### src/rtl/uart_pkg.sv
// Shared UART definitions for the receiver and the matching transmitter.
//   UART_D_WIDTH  : data bits per frame on the link
//   uart_state_e  : receiver frame-tracking states
package uart_pkg;

    localparam int UART_D_WIDTH = 13;

    typedef enum logic [2:0] {
        IDLE,
        START,
        DATA,
        STOP,
        WAIT_HIGH
    } uart_state_e;

endpackage

### src/rtl/uart_sync.sv
// Multi-flop synchroniser for the asynchronous serial line.
// Flops reset to 1 (line idle level) so a reset never looks like a start bit.
//   clk : system clock
//   rst : asynchronous active-low reset
//   d   : asynchronous input
//   q   : synchronised output, SYNC_STAGES clocks behind d
module uart_sync
    import uart_pkg::*;
#(
    parameter int SYNC_STAGES = 2
) (
    input  logic clk,
    input  logic rst,
    input  logic d,
    output logic q
);

    logic [SYNC_STAGES-1:0] sync_q;

    always_ff @(posedge clk or negedge rst) begin
        if (!rst) begin
            sync_q <= '1;
        end else begin
            sync_q <= {sync_q[SYNC_STAGES-2:0], d};
        end
    end

    assign q = sync_q[SYNC_STAGES-1];

endmodule

### src/rtl/uart_rx.sv
// UART receiver: deserialises idle-high frames (start 0, D_WIDTH data bits
// LSB first, stop 1) and hands each good word over a valid/ack register.
//   clk        : system clock, rising edge
//   rst        : asynchronous active-low reset
//   rx         : serial line, asynchronous, idles high
//   rx_ack     : consumer accepts rx_data while rx_valid=1
//   rx_data    : last good word, bit 0 = first data bit received
//   rx_valid   : rx_data holds an unacknowledged word
//   rx_busy    : frame in progress (START, DATA, STOP)
//   rx_ferr    : one-cycle pulse, stop bit sampled low
//   rx_overrun : one-cycle pulse, good frame dropped because rx_valid was set
//
// state     | meaning
// ----------+-----------------------------------------------------------
// IDLE      | line idle, waiting for rx_s=0
// START     | counting to mid start bit to reject glitches
// DATA      | sampling D_WIDTH data bits, one per CLKS_PER_BIT clocks
// STOP      | waiting for the stop-bit sample
// WAIT_HIGH | framing error seen, waiting for the line to return high
module uart_rx
    import uart_pkg::*;
#(
    parameter int D_WIDTH      = UART_D_WIDTH,
    parameter int CLKS_PER_BIT = 1,
    parameter int SYNC_STAGES  = 2
) (
    input  logic               clk,
    input  logic               rst,
    input  logic               rx,
    input  logic               rx_ack,
    output logic [D_WIDTH-1:0] rx_data,
    output logic               rx_valid,
    output logic               rx_busy,
    output logic               rx_ferr,
    output logic               rx_overrun
);

    localparam int HALF = (CLKS_PER_BIT - 1) / 2;
    localparam int PW   = $clog2(CLKS_PER_BIT + 1);
    localparam int BW   = $clog2(D_WIDTH + 1);

    localparam logic [PW-1:0] PHASE_HALF = PW'(HALF);
    localparam logic [PW-1:0] PHASE_LAST = PW'(CLKS_PER_BIT - 1);
    localparam logic [BW-1:0] BIT_LAST   = BW'(D_WIDTH - 1);

    uart_state_e        state_q, state_d;
    logic [PW-1:0]      phase_q, phase_d;
    logic [BW-1:0]      bit_q, bit_d;
    logic [D_WIDTH-1:0] shift_q;
    logic               rx_s;
    logic               data_sample;
    logic               stop_good;
    logic               stop_bad;
    logic               load;

    uart_sync #(
        .SYNC_STAGES(SYNC_STAGES)
    ) u_sync (
        .clk(clk),
        .rst(rst),
        .d  (rx),
        .q  (rx_s)
    );

    always_ff @(posedge clk or negedge rst) begin
        if (!rst) begin
            state_q <= IDLE;
            phase_q <= '0;
            bit_q   <= '0;
        end else begin
            state_q <= state_d;
            phase_q <= phase_d;
            bit_q   <= bit_d;
        end
    end

    // phase_q tracks the clock offset within the current bit; samples are
    // taken when it reaches the last offset, so the first data sample lands
    // one full bit after the mid-start point.
    always_comb begin
        state_d     = state_q;
        phase_d     = phase_q;
        bit_d       = bit_q;
        data_sample = 1'b0;
        stop_good   = 1'b0;
        stop_bad    = 1'b0;
        case (state_q)
            IDLE: begin
                if (!rx_s) begin
                    bit_d = '0;
                    if (HALF == 0) begin
                        state_d = DATA;
                        phase_d = '0;
                    end else begin
                        state_d = START;
                        phase_d = PW'(1);
                    end
                end
            end
            START: begin
                if (phase_q == PHASE_HALF) begin
                    phase_d = '0;
                    state_d = rx_s ? IDLE : DATA;
                end else begin
                    phase_d = phase_q + PW'(1);
                end
            end
            DATA: begin
                if (phase_q == PHASE_LAST) begin
                    phase_d     = '0;
                    data_sample = 1'b1;
                    if (bit_q == BIT_LAST) begin
                        state_d = STOP;
                    end else begin
                        bit_d = bit_q + BW'(1);
                    end
                end else begin
                    phase_d = phase_q + PW'(1);
                end
            end
            STOP: begin
                if (phase_q == PHASE_LAST) begin
                    phase_d = '0;
                    if (rx_s) begin
                        stop_good = 1'b1;
                        state_d   = IDLE;
                    end else begin
                        stop_bad = 1'b1;
                        state_d  = WAIT_HIGH;
                    end
                end else begin
                    phase_d = phase_q + PW'(1);
                end
            end
            WAIT_HIGH: begin
                if (rx_s) begin
                    state_d = IDLE;
                end
            end
            default: begin
                state_d = IDLE;
            end
        endcase
    end

    // A same-cycle ack frees the holding register, so the new word wins.
    assign load = stop_good && (!rx_valid || rx_ack);

    always_ff @(posedge clk or negedge rst) begin
        if (!rst) begin
            shift_q    <= '0;
            rx_data    <= '0;
            rx_valid   <= 1'b0;
            rx_busy    <= 1'b0;
            rx_ferr    <= 1'b0;
            rx_overrun <= 1'b0;
        end else begin
            if (data_sample) begin
                shift_q <= {rx_s, shift_q[D_WIDTH-1:1]};
            end
            if (load) begin
                rx_data  <= shift_q;
                rx_valid <= 1'b1;
            end else if (rx_ack) begin
                rx_valid <= 1'b0;
            end
            rx_busy    <= (state_d == START) || (state_d == DATA) || (state_d == STOP);
            rx_ferr    <= stop_bad;
            rx_overrun <= stop_good && !load;
        end
    end

endmodule

### config.mk
export PLATFORM = sky130hd
export DESIGN_NAME = uart_rx
export DESIGN_NICKNAME = d
export VERILOG_FILES = /design/src/rtl/uart_pkg.sv /design/src/rtl/uart_sync.sv /design/src/rtl/uart_rx.sv
export SDC_FILE = /design/constraint.sdc
export NUM_CORES = 1
export LEC_CHECK = 0
export ABC_CLOCK_PERIOD_IN_PS = 3500
export CELL_PAD_IN_SITES_DETAIL_PLACEMENT = 0
export CELL_PAD_IN_SITES_GLOBAL_PLACEMENT = 1
export CORE_MARGIN = 1
export CORE_UTILIZATION = 40
export CTS_BUF_LIST = sky130_fd_sc_hd__clkbuf_16
export CTS_CLUSTER_SIZE = 30
export DETAILED_ROUTE_END_ITERATION = 8
export GPL_TIMING_DRIVEN = 1
export PLACE_DENSITY_LB_ADDON = 0.08
export SKIP_LAST_GASP = 1
export SLEW_MARGIN = 40
export SYNTH_ARGS = -nofsm -noshare
export SYNTH_HDL_FRONTEND = slang
export SYNTH_SLANG_ARGS = --single-unit
### constraint.sdc
create_clock -name clk -period 3.5 [get_ports clk]
set_input_delay 0.35 -clock clk [delete_from_list [all_inputs] [get_ports clk]]
set_output_delay 0.35 -clock clk [all_outputs]
set_load 0.05 [all_outputs]
==> flow_summary.ini <==
[status]
status = completed

[placement]
placed_area_um2 = 1780
routabilityCongestion = 0.661
place_hpwl_um = 1550
io_buffers = 20

[grt]
overflow = 0
grt_pass1_vias = 900
grt_pass1_wl_um = 4260
grt_use_total = 0.141
grt_max_degree = 40
antenna_found_initial = 0

[detailed_routing]
wl_um = 2460
routedWlPerCell_um = 14.0
drcViolationCount = 0
final_antenna_net_count = 0
dr.first_iter.drc_count = 57
first_pass_iters = 2
vias = 891
viasPerCell = 5.06

[critical_path]
reg2reg_slack_ps = 1750
required_ps = 3150
cp_top_family = buffers and inverters
path_cells = clkdlybuf4s50_1
cp_slowest_cell = clkdlybuf4s50_1
crit_end = rx_data[11]
r2r_start = bit_q[0]$_DFFE_PN0P_
max_stage_delay_ps = 800
rr_worst_depth = 5
end_kind = primary output
critPathKind = reg -> out
worstPathArrival_ps = 1430
start_kind = register
path_buf_inv = 1
crit_path_start = rx_data[11]$_DFFE_PN0P_
crit_cells = 1
r2r_end = bit_q[0]$_DFFE_PN0P_
cp_max_fo = 2

[sta]
max_freq_mhz = 562
holdWs_ps = 35.7
clock_skew_ps = 4.61
drv_slew = 0
period_minus_slack_ps = 1780
rsz0062_at_grt = false
finalCritPeriodShare = 0.508
worstMarginPinSlew_ps = 501
hold_viol = 0
finalSetupViolCount = 0
timing.slew.headroom = 0.665
finalSetupTns_ps = 0

[clock_tree]
root_buffer = clkbuf_16
path_clk_slew_ps = 60
clock_sinks = 39
post_cts_buffers = 0
htreeDepth = 2
cts_buffers = 5
cts_buffer_depth = 2
clock_latency_ps = 280
post_cts_resized = 0
hold_buffers = 0
cts_tree = done

[synthesis]
synth_area_per_cell_um2 = 15.2
ys_warn_count = 0
synth_area_um2 = 1580
synth.net_count = 110
synth_cell_types = 28
ys_ff_latch = 39
synth_cells = 104
synth-seq-area-share = 0.619

[die]
start_util = 0.426
fp.dieArea_um2 = 4210
core_area_um2 = 3720
die_y_um = 64.9
num_io_pins = 21
die_width_um = 64.9
rows = 22

[worst_hold_path]
hold_path_class = in -> async

[layout]
design_area_um2 = 1930
antenna_cells = 0
final_net_count = 133
drive_above_1_share = 0.336
synthToLayoutAreaGrowth_pct = 22.1

[job]
drv_cap = 0
cell usage in the layout, fill, tap and decap left out, drive strengths merged, types with 3 or more instances in the layout:
cell type and n:
dfrtp 37, mux2 27, clkdlybuf4s50 19, clkbuf 5, nor2 3, nand2 3
worst min path at each step:
stage	startpoint	to	slack, ps	cells after the start
global placement	u_sync.sync_q[0]$_DFF_PN1_	u_sync.sync_q[1]$_DFF_PN1_	350	0
finish	rst	rx_ferr$_DFF_PN0_	40	1
global route	rst	rx_data[1]$_DFFE_PN0P_	80	1
detailed placement	rst	rx_ferr$_DFF_PN0_	350	1
CTS	rst	rx_data[12]$_DFFE_PN0P_	50	1
floorplan	rst	bit_q[0]$_DFFE_PN0P_	50	0
cells in the mapped netlist:
library cell	instances	area share
nand4b_1	1	0.0055
o21ai_0	1	0.0032
and4_1	1	0.0055
dfrtp_1	37	0.59
a22o_1	1	0.0055
nand3_1	2	0.0063
a211oi_1	2	0.0095
nand3b_1	1	0.0047
a21oi_1	2	0.0063
mux2_2	27	0.19
a41oi_1	1	0.0055
nor2b_4	1	0.0087
dfstp_2	2	0.033
and2_2	1	0.0047
a31oi_1	2	0.0079
nor2_1	3	0.0071
and4_2	1	0.0063
nor3b_4	1	0.012
inv_1	2	0.0047
nor3_1	1	0.0032
nor2b_1	1	0.0040
ha_1	2	0.016
or4_4	1	0.0071
a21bo_2	1	0.0063
buf_8	1	0.0095
nand2_1	3	0.0071
nand2b_1	1	0.0040
buf_6	4	0.028
per-stage QoR:
| stage | std cells | setup WS (ps) | util |
|---|---|---|---|
| 2_1_floorplan | 104 | 1860 | - |
| 3_3_place_gp | 167 | 1670 | 0.478 |
| 3_5_place_dp | 167 | 1620 | 0.479 |
| 4_1_cts | 175 | 1640 | 0.516 |
| 5_1_grt | 176 | 1640 | 0.520 |
| 6_report | 176 | 1720 | 0.520 |
worst register-to-register path, cell delays in order, from the launching register on:
cell     delay, ps
dfrtp_1        410
inv_1           60
ha_1           250
and4_1         210
or4_4          430
mux2_2         280
kinds of logic after synthesis:
kind of cell	Yosys count	synth area share
DFF	39	0.619
muxes	27	0.192
adders and majority gates	2	0.0158
buffers and inverters	7	0.0427
and+or+nand+nor	19	0.0862
AOI/OAI and AO/OA	10	0.0443
sequential cells by signal, summed over array words and instances (netlist names):
| name | flops |
|---|---|
| shift_q | 13 |
| rx_busy | 1 |
| rx_valid | 1 |
| rx_overrun | 1 |
| rx_data | 13 |
| bit_q | 4 |
| state_q | 3 |
| u_sync.sync_q | 2 |
| rx_ferr | 1 |
routing by layer:
metal,track usage,vias up,share of wire
met3,0.0317,6,0.027
met1,0.179,451,0.49
met2,0.206,17,0.46
met5,0,-,0
li1,-,417,-
met4,0.108,0,0.026
area by class of cell:
class	instances	area [um^2]
well taps	48	60.1
repair buffers	21	209
clock buffers	5	125
flip-flops and latches	39	978
inverters	2	7.51
clock inverters	3	15.0
fillers	349	1790
multi-input cells	58	536
Power is left out: the tool's default activity adds up to more than one toggle a clock period on the data nets, which glitch-free logic cannot reach.
